$ cat src/rtl/mult_pkg.sv
// Shared types and elaboration helpers for the sequential shift-add multiplier.
package mult_pkg;

  typedef enum logic [1:0] {
    IDLE = 2'd0,
    RUN  = 2'd1,
    DONE = 2'd2
  } state_t;

  localparam int MIN_WIDTH = 2;
  localparam int MAX_WIDTH = 32;

  function automatic bit width_ok(input int w);
    return (w >= MIN_WIDTH) && (w <= MAX_WIDTH);
  endfunction

  // Ceiling log2; sizes the iteration counter as clog2(WIDTH+1).
  function automatic int clog2(input int v);
    int r;
    int x;
    r = 0;
    x = v - 1;
    while (x > 0) begin
      r = r + 1;
      x = x >> 1;
    end
    return r;
  endfunction

endpackage

$ cat src/rtl/seq_multiplier_twos_negate.sv
// Conditional two's-complement negation: y = neg ? -x : x (modulo 2^N).
module twos_negate #(
  parameter int N = 8
) (
  input  logic         neg,
  input  logic [N-1:0] x,
  output logic [N-1:0] y
);

  assign y = neg ? (~x + N'(1)) : x;

endmodule

$ cat src/rtl/seq_multiplier.sv
// Sequential shift-add multiplier: one (WIDTH+1)-bit adder reused over WIDTH
// cycles, signed operands handled as sign-magnitude around an unsigned core.
module seq_multiplier
  import mult_pkg::*;
#(
  parameter int WIDTH = 8
) (
  input  logic                 clk,
  input  logic                 rst,
  input  logic                 start,
  input  logic                 is_signed,
  input  logic [WIDTH-1:0]     a,
  input  logic [WIDTH-1:0]     b,
  output logic                 busy,
  output logic                 done,
  output logic [2*WIDTH-1:0]   product
);

  localparam int CW = clog2(WIDTH + 1);
  localparam logic [CW-1:0] LAST = CW'(WIDTH - 1);

  generate
    if (!width_ok(WIDTH)) begin : g_bad_width
      $error("seq_multiplier: WIDTH out of range 2..32");
    end
  endgenerate

  state_t               state_reg, state_next;
  logic [WIDTH:0]       acc_reg, acc_next;
  logic [WIDTH-1:0]     mpl_reg, mpl_next;
  logic [WIDTH-1:0]     mcand_reg, mcand_next;
  logic                 neg_reg, neg_next;
  logic [CW-1:0]        cnt_reg, cnt_next;
  logic [2*WIDTH-1:0]   product_reg, product_next;
  logic                 busy_reg, busy_next;
  logic                 done_reg, done_next;

  logic                 neg_a, neg_b;
  logic [WIDTH-1:0]     a_mag, b_mag;
  logic [WIDTH:0]       sum, step;
  logic [2*WIDTH-1:0]   raw, res;

  assign neg_a = is_signed & a[WIDTH-1];
  assign neg_b = is_signed & b[WIDTH-1];

  twos_negate #(.N(WIDTH)) u_mag_a (.neg(neg_a), .x(a), .y(a_mag));
  twos_negate #(.N(WIDTH)) u_mag_b (.neg(neg_b), .x(b), .y(b_mag));

  // Single adder; the carry lands in acc[WIDTH] before the right shift.
  assign sum  = acc_reg + {1'b0, mcand_reg};
  assign step = mpl_reg[0] ? sum : acc_reg;
  // Low 2W bits of the pair after this cycle's shift, used on the final step.
  assign raw  = {step, mpl_reg[WIDTH-1:1]};

  twos_negate #(.N(2*WIDTH)) u_res (.neg(neg_reg), .x(raw), .y(res));

  always_ff @(posedge clk) begin
    if (rst) begin
      state_reg   <= IDLE;
      acc_reg     <= '0;
      mpl_reg     <= '0;
      mcand_reg   <= '0;
      neg_reg     <= 1'b0;
      cnt_reg     <= '0;
      product_reg <= '0;
      busy_reg    <= 1'b0;
      done_reg    <= 1'b0;
    end else begin
      state_reg   <= state_next;
      acc_reg     <= acc_next;
      mpl_reg     <= mpl_next;
      mcand_reg   <= mcand_next;
      neg_reg     <= neg_next;
      cnt_reg     <= cnt_next;
      product_reg <= product_next;
      busy_reg    <= busy_next;
      done_reg    <= done_next;
    end
  end

  always_comb begin
    state_next = state_reg;
    case (state_reg)
      IDLE:    if (start) state_next = RUN;
      RUN:     if (cnt_reg == LAST) state_next = DONE;
      DONE:    state_next = IDLE;
      default: state_next = IDLE;
    endcase
  end

  always_comb begin
    acc_next     = acc_reg;
    mpl_next     = mpl_reg;
    mcand_next   = mcand_reg;
    neg_next     = neg_reg;
    cnt_next     = cnt_reg;
    product_next = product_reg;
    case (state_reg)
      IDLE: begin
        if (start) begin
          acc_next   = '0;
          mpl_next   = b_mag;
          mcand_next = a_mag;
          neg_next   = is_signed & (a[WIDTH-1] ^ b[WIDTH-1]);
          cnt_next   = '0;
        end
      end
      RUN: begin
        acc_next = {1'b0, step[WIDTH:1]};
        mpl_next = {step[0], mpl_reg[WIDTH-1:1]};
        cnt_next = cnt_reg + CW'(1);
        if (cnt_reg == LAST) product_next = res;
      end
      default: ;
    endcase
    busy_next = (state_next != IDLE);
    done_next = (state_next == DONE);
  end

  assign busy    = busy_reg;
  assign done    = done_reg;
  assign product = product_reg;

endmodule
$ cat config.mk
export PLATFORM = sky130hd
export DESIGN_NAME = seq_multiplier
export DESIGN_NICKNAME = d
export VERILOG_FILES = /design/src/rtl/mult_pkg.sv /design/src/rtl/seq_multiplier_twos_negate.sv /design/src/rtl/seq_multiplier.sv
export SDC_FILE = /design/constraint.sdc
export NUM_CORES = 1
export LEC_CHECK = 0
export BUFFER_PORTS_ARGS = -buffer_cell sky130_fd_sc_hd__buf_4
export CAP_MARGIN = 10
export CORE_MARGIN = 8
export CORE_UTILIZATION = 60
export DETAILED_ROUTE_END_ITERATION = 10
export PLACE_DENSITY = 0.82
export RECOVER_POWER = 25
export SYNTH_ARGS = -nofsm -noshare
export SYNTH_HDL_FRONTEND = slang
export SYNTH_HIERARCHICAL = 1
export SYNTH_SLANG_ARGS = --single-unit
$ cat constraint.sdc
create_clock -name clk -period 6.95 [get_ports clk]
set_clock_uncertainty 0.1 [all_clocks]
set_input_delay 0.695 -clock clk [delete_from_list [all_inputs] [get_ports clk]]
set_output_delay 0.695 -clock clk [all_outputs]
set_load 0.03 [all_outputs]
==> flow_metrics.tcl <==
set metrics [dict create \
    status "finished, violations left" \
    failed_checks "capacitance limit, slew limit" \
    combPwrFrac_pct 17.2 \
    hold_viol_final 0 \
    power_frac_clock_pct 31.4 \
    grtUsageTotal_pct 17.60 \
    grt_max_degree 46 \
    cts_resized 0 \
    required_ns 7.09 \
    die_x_um 86.07 \
    drv_slew 19 \
    die_area_sq_mm 0.007407 \
    dp_slack_ns 3.549 \
    antenna_found_initial 0 \
    dr.pass1.iters 4 \
    p_seq_share_pct 51.5 \
    synth_fp_nets 383 \
    routed_wl_um 6315 \
    start_kind "register" \
    numCtsBuffers 5 \
    fin_crit_ns 3.438 \
    drive_gt1_share_pct 15.57 \
    synth_top_area_share_pct 33.31 \
    path_max_fanout 4 \
    synthCells 350 \
    cp.buffers_inverters 0 \
    h-tree-depth 2 \
    yosysUniqueCellTypes 59 \
    drt_iter0_drc 135 \
    synth.area.top_cells "dfxtp_1 (33%), nand2_1 (8.4%), xnor2_1 (7.1%), a21oi_1 (5.9%), ha_1 (5.1%)" \
    num_vias 2495 \
    worst_pin_slew_ns 1.941 \
    diodes 0 \
    synth.largest_area_cell "dfxtp_1" \
    rows 25 \
    rsz0062_at_grt "false" \
    hold_buffers 0 \
    clk_root_buffer_cell "clkbuf_8" \
    crit_top_cell "xnor2_1" \
    overflow 0 \
    synth_top_flop_cell "dfxtp_1" \
    r2r_slack_ns 3.51 \
    syn2layout_area_growth_pct 10.07 \
    drc 0 \
    max_freq_ghz 0.2908 \
    layout_common_cells "nand2_1 (66), dfxtp_1 (49), a21oi_1 (35)" \
    max_stage_delay_ns 0.45 \
    grt_pass1_wl_um 10820 \
    crit_family "simple AND/OR/NAND/NOR gates" \
    hp-class "reg -> reg" \
    synth.ff_latch_count 49 \
    p_int_mw 0.4252 \
    start_util_pct 62.36 \
    netlist_area_sq_mm 0.002945 \
    route.detailed.wl_per_inst_um 14.16 \
    layout_commonest_cell "nand2_1" \
    swShare_pct 27.89 \
    via_per_inst 5.594 \
    cp_slowest_cell "fa_1" \
    arrival_ns 3.58 \
    power.density_cell_area_mw_per_mm2 181.9 \
    fin_nets 411 \
    timing.final.ws_setup_ns 3.512 \
    antenna_left 0 \
    leakagePower_nw 1.319 \
    portBuffers 37 \
    clk_pin_slew_ns 0.09 \
    io_pins 38 \
    hpwl_um 4748 \
    place.gp.congestion 0.8196 \
    post-route-period-util_pct 49.47 \
    core_area_sq_mm 0.004723 \
    clock_sinks 49 \
    path_cells "ha_1 -> fa_1 -> a21o_1 -> a21oi_2 -> xnor2_1 -> mux2_2 -> or3_1 -> or4_1 -> o41ai_2 -> xnor2_1 -> nand2_1 -> a21oi_1" \
    fp.dieH_um 86.07 \
    peakVddDrop_uv 90.90 \
    yosysWarnings 6 \
    largest_reg_flops 16 \
    setup_viol 0 \
    synthArstFlopShare_pct 0 \
    cts.path.max_buffers 2 \
    postCtsSetupBuffers 0 \
    nFillCells 434 \
    finalInstanceArea_sq_mm 0.003242 \
    ys_seq_area_share_pct 33.31 \
    maxCapViolCount 1 \
    critical_path_class "reg -> reg" \
    tns_ns 0 \
    first_global_vias 2394 \
    maxSlewHeadroom_pct -30.78 \
    end_kind "register" \
    cts_tree "built" \
    netSwitchingPower_mw 0.1645 \
    syn_avg_cell_area_sq_um 8.415 \
    placed_area_sq_mm 0.003213 \
    clock_latency_ns 0.30 \
    synth_edf_count 0 \
]
[area by class of cell]
class	instances	area (sq um)	area share, %
sequential	49	980.9	30.26
tap	67	83.83	2.586
clock inverter	1	5.005	0.1544
timing repair buffer	37	225.2	6.947
inverter	16	62.56	1.930
multi-input combinational	269	1788	55.15
clock buffer	7	96.34	2.972
[worst min-delay path, cell delays in order (launching register included)]
cell and delay [ns]:
dfxtp_1 0.32, nand2_1 0.05, a21oi_1 0.05
[worst paths after layout]
check | from | end | cells past startpoint
worst max-delay path | acc_reg[0]$_SDFFE_PP0P_ | product[15]$_SDFFE_PP0P_ | 12
worst min-delay path | product[4]$_SDFFE_PP0P_ | product[4]$_SDFFE_PP0P_ | 2
worst max register to register | acc_reg[0]$_SDFFE_PP0P_ | product[15]$_SDFFE_PP0P_ | 12
worst min register to register | product[4]$_SDFFE_PP0P_ | product[4]$_SDFFE_PP0P_ | 2
[metrics by stage]
stage	total power [mW]	std cells	util, %	hold slack [ns]
final	0.5897	446	68.64	0.3557
after floorplan	0.3836	350	-	0.3400
after CTS	0.5940	446	70.17	0.3589
after detailed placement	0.4118	438	68.03	0.3466
after global routing	0.6143	446	68.64	0.3797
after global placement	0.4080	438	68.03	0.3429
[cells in the mapped netlist, types with 3 or more instances]
cell type,count
nand2_1,66
dfxtp_1,49
a21oi_1,35
xnor2_1,24
nor2_1,15
inv_1,14
ha_1,12
o21ai_0,12
clkbuf_1,7
nand2b_1,7
xor2_1,7
a22oi_1,6
a221oi_1,5
and3_1,5
o22ai_1,5
o31ai_1,5
or3_4,5
buf_4,4
mux2_2,4
o21ai_1,4
a21o_1,3
buf_2,3
nand3_1,3
or4_1,3
[routing by layer]
metal | track usage, % | share of wire [%]
met1 | 21.45 | 46
met2 | 29.95 | 48
met3 | 3.820 | 5.3
met4 | 5.255 | 1.2
met5 | 0 | 0
[cell families after synthesis]
family                   Yosys count  share of synthesized area, %
multiplexers                       5                         1.869
XOR/XNOR                          31                         9.218
AND/OR/NAND/NOR                  120                         20.48
buffers and inverters             32                         5.310
AO/OA/AOI/OAI                    100                         24.04
flip-flops                        49                         33.30
adder cells (fa/ha/maj)           13                         5.777
[power groups by stage]
stage / clock [mW] / combinational, mW / sequential (mW)
global placement: 0 / 0.0985 / 0.309
finish: 0.185 / 0.101 / 0.304
detailed placement: 0 / 0.102 / 0.310
CTS: 0.188 / 0.102 / 0.303
floorplan: 0 / 0.0782 / 0.305
global route: 0.197 / 0.112 / 0.306
Power figures use the tool's default switching activity.
